<file path="src/rtl/seg_scan_driver_pkg.sv">
`default_nettype none
// ============================================================================
//  Module      : seg_scan_driver_pkg
//  Description : Shared constants, types and helpers for the multiplexed
//                seven-segment scan driver.
//  Revision    : 1.0 - initial release
// ============================================================================
package seg_scan_driver_pkg;

    localparam int          DIGITS  = 6;
    localparam logic [7:0]  SEG_OFF = 8'hFF;
    localparam logic [5:0]  AN_OFF  = 6'h3F;

    // Defaults derive from the same 1 MHz base that produces the 1 s tick.
    localparam int SYS_CLK_HZ       = 1_000_000;
    localparam int DEF_SCAN_DIV     = SYS_CLK_HZ / 1000;   // 1 ms per digit
    localparam int DEF_BLANK_CYC    = 20;
    localparam int DEF_ALARM_HALF   = SYS_CLK_HZ / 2;      // 0.5 s flash half-period
    localparam int DEF_BUZZ_DIV     = SYS_CLK_HZ / 4000;   // 2 kHz tone

    typedef enum logic {
        PHASE_OFF = 1'b0,
        PHASE_ON  = 1'b1
    } phase_e;

    // One byte per digit, digit 0 in the least significant byte.
    typedef logic [DIGITS-1:0][7:0] frame_t;

    // Active-low one-hot anode pattern for a digit index.
    function automatic logic [5:0] anode_sel(input logic [2:0] idx);
        return ~(6'b00_0001 << idx);
    endfunction

endpackage : seg_scan_driver_pkg
`default_nettype wire

</file>
<file path="src/rtl/seg_scan_driver_tick_div.sv">
`default_nettype none
// ============================================================================
//  Module      : tick_div
//  Description : Free-running modulo-DIV counter with synchronous clear and
//                enable; emits a one-cycle wrap pulse on the terminal count.
//  Revision    : 1.0 - initial release
// ============================================================================
module tick_div #(
    parameter  int DIV = 1000,
    localparam int CW  = (DIV > 1) ? $clog2(DIV) : 1
) (
    input  logic          clk,
    input  logic          rst_n,
    input  logic          clr,
    input  logic          en,
    output logic          wrap,
    output logic [CW-1:0] count
);

    logic [CW-1:0] cnt_q;
    logic [CW-1:0] cnt_d;
    logic          at_term;

    assign at_term = (cnt_q == CW'(DIV - 1));

    // Next count: clear wins, otherwise advance and fold back at the terminal count.
    always_comb begin
        cnt_d = cnt_q;
        if (clr) begin
            cnt_d = '0;
        end else if (en) begin
            cnt_d = at_term ? '0 : cnt_q + CW'(1);
        end
    end

    // Counter register.
    always_ff @(posedge clk or negedge rst_n) begin
        if (!rst_n) begin
            cnt_q <= '0;
        end else begin
            cnt_q <= cnt_d;
        end
    end

    assign wrap  = en & ~clr & at_term;
    assign count = cnt_q;

endmodule : tick_div
`default_nettype wire

</file>
<file path="src/rtl/seg_scan_driver.sv">
`default_nettype none
// ============================================================================
//  Module      : seg_scan_driver
//  Description : Time-multiplexes a six-digit active-low segment frame onto a
//                shared segment bus with per-digit blanking, alarm flashing
//                and a buzzer tone.
//  Revision    : 1.0 - initial release
// ============================================================================
module seg_scan_driver
    import seg_scan_driver_pkg::*;
#(
    parameter int SCAN_DIV   = DEF_SCAN_DIV,
    parameter int BLANK_CYC  = DEF_BLANK_CYC,
    parameter int ALARM_HALF = DEF_ALARM_HALF,
    parameter int BUZZ_DIV   = DEF_BUZZ_DIV
) (
    input  logic        clk,
    input  logic        rst_n,
    input  logic [47:0] seg_in,
    input  logic        alarm,
    output logic [5:0]  an,
    output logic [7:0]  seg,
    output logic        buzz,
    output logic        frame_done
);

    localparam int SCW = $clog2(SCAN_DIV);
    localparam int FCW = $clog2(ALARM_HALF);
    localparam int TCW = $clog2(BUZZ_DIV);

    // ------------------------------------------------------------------
    // Timebases
    // ------------------------------------------------------------------
    logic           slot_wrap;
    logic [SCW-1:0] slot_cnt;
    logic           flash_wrap;
    logic [FCW-1:0] flash_cnt;
    logic           tone_wrap;
    logic [TCW-1:0] tone_cnt;

    tick_div #(.DIV(SCAN_DIV)) u_slot (
        .clk   (clk),
        .rst_n (rst_n),
        .clr   (1'b0),
        .en    (1'b1),
        .wrap  (slot_wrap),
        .count (slot_cnt)
    );

    // Flash and tone counters only run while the alarm is up; holding them
    // at zero while idle means every alarm starts from a clean count.
    tick_div #(.DIV(ALARM_HALF)) u_flash (
        .clk   (clk),
        .rst_n (rst_n),
        .clr   (~alarm),
        .en    (alarm),
        .wrap  (flash_wrap),
        .count (flash_cnt)
    );

    tick_div #(.DIV(BUZZ_DIV)) u_tone (
        .clk   (clk),
        .rst_n (rst_n),
        .clr   (~alarm),
        .en    (alarm),
        .wrap  (tone_wrap),
        .count (tone_cnt)
    );

    // Counter values of the alarm timebases are not needed, only their wraps.
    logic unused_cnts;
    assign unused_cnts = ^{flash_cnt, tone_cnt};

    // ------------------------------------------------------------------
    // State
    // ------------------------------------------------------------------
    logic [2:0] idx_q,   idx_d;
    frame_t     snap_q,  snap_d;
    logic       valid_q, valid_d;
    logic       alarm_q;
    phase_e     phase_q, phase_d;
    logic       tone_q,  tone_d;
    logic [5:0] an_q,    an_d;
    logic [7:0] seg_q,   seg_d;
    logic       buzz_q,  buzz_d;

    logic frame_wrap;
    logic alarm_rise;
    logic show;

    assign frame_wrap = slot_wrap && (idx_q == 3'(DIGITS - 1));
    assign alarm_rise = alarm & ~alarm_q;

    // Digit advance and frame snapshot; seg_in is only sampled at the frame boundary.
    always_comb begin
        idx_d   = idx_q;
        snap_d  = snap_q;
        valid_d = valid_q;
        if (slot_wrap) begin
            idx_d = (idx_q == 3'(DIGITS - 1)) ? 3'd0 : idx_q + 3'd1;
        end
        if (frame_wrap) begin
            snap_d  = seg_in;
            valid_d = 1'b1;
        end
    end

    // Flash phase and tone level; idle and alarm onset both restart in the ON phase.
    always_comb begin
        phase_d = phase_q;
        tone_d  = tone_q;
        if (!alarm || alarm_rise) begin
            phase_d = PHASE_ON;
            tone_d  = 1'b0;
        end else begin
            if (flash_wrap) begin
                phase_d = (phase_q == PHASE_ON) ? PHASE_OFF : PHASE_ON;
            end
            if (tone_wrap) begin
                tone_d = ~tone_q;
            end
        end
    end

    // Output decode; the live alarm level gates forcing so a drop takes effect next cycle.
    always_comb begin
        show   = valid_q && (slot_cnt >= SCW'(BLANK_CYC));
        an_d   = AN_OFF;
        seg_d  = SEG_OFF;
        buzz_d = alarm && (phase_q == PHASE_ON) && tone_q;
        if (show) begin
            an_d = anode_sel(idx_q);
            if (!(alarm && (phase_q == PHASE_OFF))) begin
                seg_d = snap_q[idx_q];
            end
        end
    end

    // All state and output registers.
    always_ff @(posedge clk or negedge rst_n) begin
        if (!rst_n) begin
            idx_q   <= 3'd0;
            snap_q  <= {DIGITS{SEG_OFF}};
            valid_q <= 1'b0;
            alarm_q <= 1'b0;
            phase_q <= PHASE_ON;
            tone_q  <= 1'b0;
            an_q    <= AN_OFF;
            seg_q   <= SEG_OFF;
            buzz_q  <= 1'b0;
        end else begin
            idx_q   <= idx_d;
            snap_q  <= snap_d;
            valid_q <= valid_d;
            alarm_q <= alarm;
            phase_q <= phase_d;
            tone_q  <= tone_d;
            an_q    <= an_d;
            seg_q   <= seg_d;
            buzz_q  <= buzz_d;
        end
    end

    assign an         = an_q;
    assign seg        = seg_q;
    assign buzz       = buzz_q;
    assign frame_done = frame_wrap;

endmodule : seg_scan_driver
`default_nettype wire
</file>
<file path="config.mk">
export PLATFORM = sky130hd
export DESIGN_NAME = seg_scan_driver
export DESIGN_NICKNAME = d
export VERILOG_FILES = /design/src/rtl/seg_scan_driver_pkg.sv /design/src/rtl/seg_scan_driver_tick_div.sv /design/src/rtl/seg_scan_driver.sv
export SDC_FILE = /design/constraint.sdc
export NUM_CORES = 1
export LEC_CHECK = 0
export BUFFER_PORTS_ARGS = -buffer_cell sky130_fd_sc_hd__clkbuf_2
export CORE_ASPECT_RATIO = 1.4
export CORE_MARGIN = 2
export CORE_UTILIZATION = 50
export CTS_CLUSTER_SIZE = 25
export DETAILED_ROUTE_END_ITERATION = 12
export PLACE_DENSITY = 0.82
export SLEW_MARGIN = 20
export SYNTH_ARGS = -nofsm -noshare
export SYNTH_HDL_FRONTEND = slang
export SYNTH_SLANG_ARGS = --single-unit
</file>
<file path="constraint.sdc">
create_clock -name clk -period 2.2 [get_ports clk]
set_input_delay 0 -clock clk [delete_from_list [all_inputs] [get_ports clk]]
set_output_delay 0 -clock clk [all_outputs]
set_load 0.1 [all_outputs]
</file>
[Word-level counts from Yosys, hierarchy flattened]
Index checks and enable logic that the tools add are counted.
Storage, ports and cells
  output and inout port bits: 16
  word-level logic and storage cells: 60
  input port bits: 51
  register bits after elaboration: 107
Operators by class
  equality and inequality tests: 4
  shift operators: 1
  bitwise logic cells: 7
  reductions and logical operators: 9
  muxes and demuxes: 16
  add/sub/neg operators: 4
  $lt $le $gt $ge: 2
Operators by type and width (count)
  $mux 8: 5
  $mux 19: 2
  $bmux 8 s3: 1
  $add 19x1->19 const B: 1
  $eq 19x19->1 const B: 1
  $add 10x1->10 const B: 1
  $eq 10x10->1 const B: 1
  $ge 10x5->1 const B: 1
  $mux 10: 1
  $add 8x1->8 const B: 1
  $eq 8x8->1 const B: 1
  $mux 6: 1
  $not 6->6: 1
  $shl 1x3->6 const A: 1
  $logic_and 1x1->1: 5
  $mux 1: 5
  $lt 3x4->1 const B: 1
  $reduce_bool 2->1: 2
  $add 3x1->3 const B: 1
  $and 1x1->1: 3
  $eq 3x3->1 const B: 1
  $mux 3: 1
  $not 1->1: 3
  $logic_not 1->1: 1
  $logic_or 1x1->1: 1

[Logic depth before layout (Yosys ltp)]
  depth in word-level cells: 4
  depth in mapped cells: 8
  gate-level depth less buffers: 6

[By module]
A second synthesis with hierarchy kept.
Unflattened totals
  cell total of the unflattened synthesis: 451
  area total of the unflattened synthesis: 5520.3 um^2
Modules (own cells, without submodules)
  seg_scan_driver: cells each 216, area each 3354.5 um^2, instances 1, sequential area each 1830.5 um^2
  tick_div at u_flash: cells each 122, area each 1104.8 um^2, instances 1, sequential area each 475.5 um^2
  tick_div at u_slot: cells each 59, area each 573.0 um^2, instances 1, sequential area each 250.2 um^2
  tick_div at u_tone: cells each 54, area each 488.0 um^2, instances 1, sequential area each 200.2 um^2

[Worst setup path after synthesis]
Ideal clock, no wire load.
  kind: register -> register
  start point: reg u_slot.cnt_q[0], in the netlist u_slot.count[0]
  end point: reg snap_q[40] in the netlist's numbering
  required time: 2.115 ns
  data arrival time: 1.861 ns
  setup time: 0.085 ns
  path buffers: 2
  path slack: 0.254 ns
  clock period less this slack: 1.946 ns
  stages on the path, launching flop included: 8
  cells stage by stage: dfrtp_1 > ha_1 > nand2_1 > nor4_2 > and3_1 > buf_4 > buf_6 > mux2_1
On the way
  longest elaborated chain between the ends: 2
Ends and longest elaborated chain
  start, declared: line seg_scan_driver_tick_div.sv:20  | logic [CW-1:0] cnt_q;
  start signal, assigned: line seg_scan_driver_tick_div.sv:41  | cnt_q <= cnt_d;
  $eq 10x10->1: line seg_scan_driver_tick_div.sv:24  | assign at_term = (cnt_q == CW'(DIV - 1));
  $logic_and 1x1->1: line seg_scan_driver.sv:91  | assign frame_wrap = slot_wrap && (idx_q == 3'(DIGITS - 1));
  via frame_done: line seg_scan_driver.sv:24  | output logic frame_done
  end signal, assigned: line seg_scan_driver.sv:143  | snap_q <= {DIGITS{SEG_OFF}};
  end signal, assigned: line seg_scan_driver.sv:153  | snap_q <= snap_d;
  end, declared: line seg_scan_driver.sv:78  | frame_t snap_q, snap_d;
The timed path passes the listed nets, and every way through them passes these cells.
A chain may end at the register's enable or synchronous reset.

[Final worst setup path]
  start point: reg u_slot.cnt_q[0], in the netlist u_slot.count[0]
  end point: reg snap_q[25] in the netlist's numbering
On the way
  longest elaborated chain between the ends: 2
Ends and longest elaborated chain (line)
  $eq 10x10->1: seg_scan_driver_tick_div.sv:24
  $logic_and 1x1->1: seg_scan_driver.sv:91
No other way between the ends.

==> impl_metrics.py <==
metrics = {
    "grt": {
        "grt_antenna_before_repair": 0,
        "grt_max_degree": 53,
        "grt_pass1_wl_um": 18200,
        "gr-usage-all-layers": 0.226,
        "grt_overflow": 0,
        "grt_pass1_vias": 3757,
    },
    "placed_design": {
        "place_congestion": 0.878,
        "dp.cells": 548,
        "hpwlAfterDp_um": 6430,
        "dp_slack_ns": 0.122,
        "port_buffers": 66,
        "place_area_mm2": 0.00536,
    },
    "detailed_routing": {
        "ant_nets": 0,
        "drt_pass1_iterations": 4,
        "drt-initial-drc-count": 129,
        "vias": 3420,
        "drc_errors": 0,
        "wl_per_cell_um": 17.7,
        "drt_wl_total_um": 10900,
        "post_drt_via_cell_ratio": 5.55,
    },
    "worst_setup_path": {
        "end_kind": "register",
        "cp_slowest_cell": "dfrtp_1",
        "cp.arrival_ns": 2.38,
        "r2r_slack_ns": 0.1,
        "max_stage_delay_ns": 0.39,
        "crit_required_ns": 2.47,
        "crit_path_start_kind": "register",
        "r2r-end": "snap_q[25]$_DFFE_PN1P_",
        "reg2reg_depth": 6,
        "worstSetupPathType": "reg -> reg",
        "cp_cell_sequence": "ha_2 -> nand2_1 -> nor4_4 -> and3_4 -> bufbuf_16 -> mux2_1",
        "r2r_start": "u_slot.count[0]$_DFF_PN0_",
        "startpoint": "u_slot.count[0]$_DFF_PN0_",
        "worstPathMaxFanout": 25,
    },
    "floorplan": {
        "die-width_um": 87.5,
        "dieArea_mm2": 0.0106,
        "core_region_area_mm2": 0.00946,
        "initial_core_util": 0.516,
        "row_count": 42,
        "pin_count": 67,
        "die_h_um": 121,
    },
    "sta": {
        "min_period_ns": 2.10,
        "maxSlewHeadroom": 0.501,
        "worstMarginPinSlew_ns": 0.748,
        "rsz0062_at_grt": "yes",
        "maxSlewViolCount": 0,
        "final.setup_skew_ns": 0.00948,
        "holdWs_ns": 0.0885,
        "fin_ws_ns": 0.0956,
        "finalCritPeriodShare": 0.957,
        "setup_viol": 0,
        "hold_violations": 0,
        "fin_setup_tns_ns": 0,
        "max_freq_mhz": 475,
    },
    "layout": {
        "area_growth_pct": 27.3,
        "diodes": 0,
        "drive_above_1_share": 0.342,
        "instances_no_fill": 616,
        "nets": 558,
        "fin_util": 0.657,
        "nFillCells": 660,
        "layout_common_cells": "clkbuf_2, dfstp_2, dlygate4sd3_1",
        "final_area_mm2": 0.00622,
        "final_common_cell": "clkbuf_2",
    },
    "clocking": {
        "cts_buffers": 9,
        "cts_tree": "done",
        "cts_sinks": 107,
        "clk_path_buf_depth": 2,
        "path_clk_slew_ns": 0.07,
        "cts_root_buf": "clkbuf_16",
        "cts_htree_levels": 3,
        "insertion_delay_ns": 0.35,
    },
    "power": {
        "total_power_mw": 3.80,
        "p_per_area_mw_per_mm2": 611,
        "ir_worst_vdd_mv": 0.411,
        "leakage_nw": 2.68,
    },
    "synth": {
        "synth_flop_cell": "dfstp_2",
        "yosys_register_bits": 107,
        "async_flop_share": 1.00,
        "syn_avg_cell_area_um2": 12.8,
        "synth-seq-area-share": 0.564,
        "synth-edff-count": 0,
        "syn_area_mm2": 0.00488,
        "syn-num-nets": 438,
        "yosysWarnings": 0,
        "synthCells": 381,
        "synthDistinctLibCells": 47,
    },
    "flow_run": {
        "max_cap_violations": 0,
    },
    "status": {
        "status": "complete, no violations",
    },
    "hold_path": {
        "hp-class": "in -> async",
    },
}
==> routing by layer <==
layer	up-vias	wire, µm	track usage
li1	1589	-	-
met1	1712	4310	0.260
met2	86	5790	0.390
met3	33	427	0.0571
met4	0	402	0.0990
met5	-	0	0
==> critical path: cells and delay by family, from the launching register on <==
kind,cells,cell delay [ns]
mux,1,0.37
flops,1,0.39
simple gates,3,0.70
fa+ha+maj,1,0.24
buf+inv,1,0.33
==> synthesized netlist by cell type, types with 2 or more instances <==
cell / instances / share of area
nand2b_1: 3 / 0.0038
or3_1: 3 / 0.0038
nand3_1: 16 / 0.016
nor2_1: 38 / 0.029
nor4_1: 5 / 0.0064
xnor2_1: 15 / 0.027
clkbuf_1: 4 / 0.0031
mux2i_1: 10 / 0.020
nand4_1: 7 / 0.0090
nor2b_1: 2 / 0.0026
nor3_1: 3 / 0.0031
o21ai_0: 4 / 0.0041
ha_1: 6 / 0.015
or4_1: 3 / 0.0046
nor4bb_1: 2 / 0.0041
mux4_2: 8 / 0.037
inv_1: 6 / 0.0046
nand2_1: 25 / 0.019
buf_2: 5 / 0.0051
buf_6: 5 / 0.012
and3_1: 3 / 0.0038
dfrtp_1: 44 / 0.23
dfstp_2: 63 / 0.34
o31ai_1: 3 / 0.0046
xor2_1: 11 / 0.020
a21oi_1: 9 / 0.0092
mux2_1: 48 / 0.11
nand4_4: 2 / 0.0087
o211ai_1: 8 / 0.012
and2_1: 3 / 0.0038
==> cell families (layout without fill, tap and decap cells) <==
| family | after synthesis | count (layout) | synth area share |
|---|---|---|---|
| fa+ha+maj | 6 | 6 | 0.0154 |
| buf+inv | 23 | 148 | 0.0277 |
| compound gates | 30 | 30 | 0.0410 |
| flops | 107 | 107 | 0.564 |
| simple gates | 122 | 122 | 0.135 |
| mux | 67 | 67 | 0.170 |
| xor+xnor | 26 | 26 | 0.0466 |
==> where the power goes <==
group | switching [mW] | internal, mW | total [mW]
Combinational | 0.0889 | 0.108 | 0.196
Clock | 0.748 | 0.859 | 1.61
Sequential | 0.0124 | 1.98 | 1.99
Total | 0.849 | 2.95 | 3.80
==> state kept, by name (all words and copies together), names as in the netlist <==
name	count
tone_q	1
an	6
alarm_q	1
idx_q	3
u_flash.count	19
u_tone.count	8
seg	8
phase_q	1
buzz	1
u_slot.count	10
snap_q	48
valid_q	1
==> what timing repair did <==
action / CTS / global route
pin swaps: 0 / 0
gates resized for setup: 0 / 3
endpoints found under the setup margin: 1 / 25
hold endpoints to repair: 111 / 0
hold buffers: 50 / 0
setup buffers: 0 / 1
cloned: 1 / 0
==> cell type report <==
cell class | instances | area [µm²] | area share
inverters | 6 | 22.5 | 0.00362
well taps | 110 | 138 | 0.0221
clock inverters | 6 | 53.8 | 0.00866
multi-input cells | 251 | 2010 | 0.323
flip-flops and latches | 107 | 2760 | 0.443
repair buffers | 126 | 986 | 0.159
clock buffers | 10 | 250 | 0.0403
==> how the worst max path moves through the flow <==
stage,depth (start not counted),slack [ns],to
floorplan,7,0.25,snap_q[40]$_DFFE_PN1P_
global placement,6,0.24,snap_q[6]$_DFFE_PN1P_
detailed placement,6,0.12,snap_q[5]$_DFFE_PN1P_
CTS,6,0.05,frame_done
global route,6,0.001,snap_q[25]$_DFFE_PN1P_
finish,6,0.1,snap_q[25]$_DFFE_PN1P_
(Power assumes the default switching activity.)
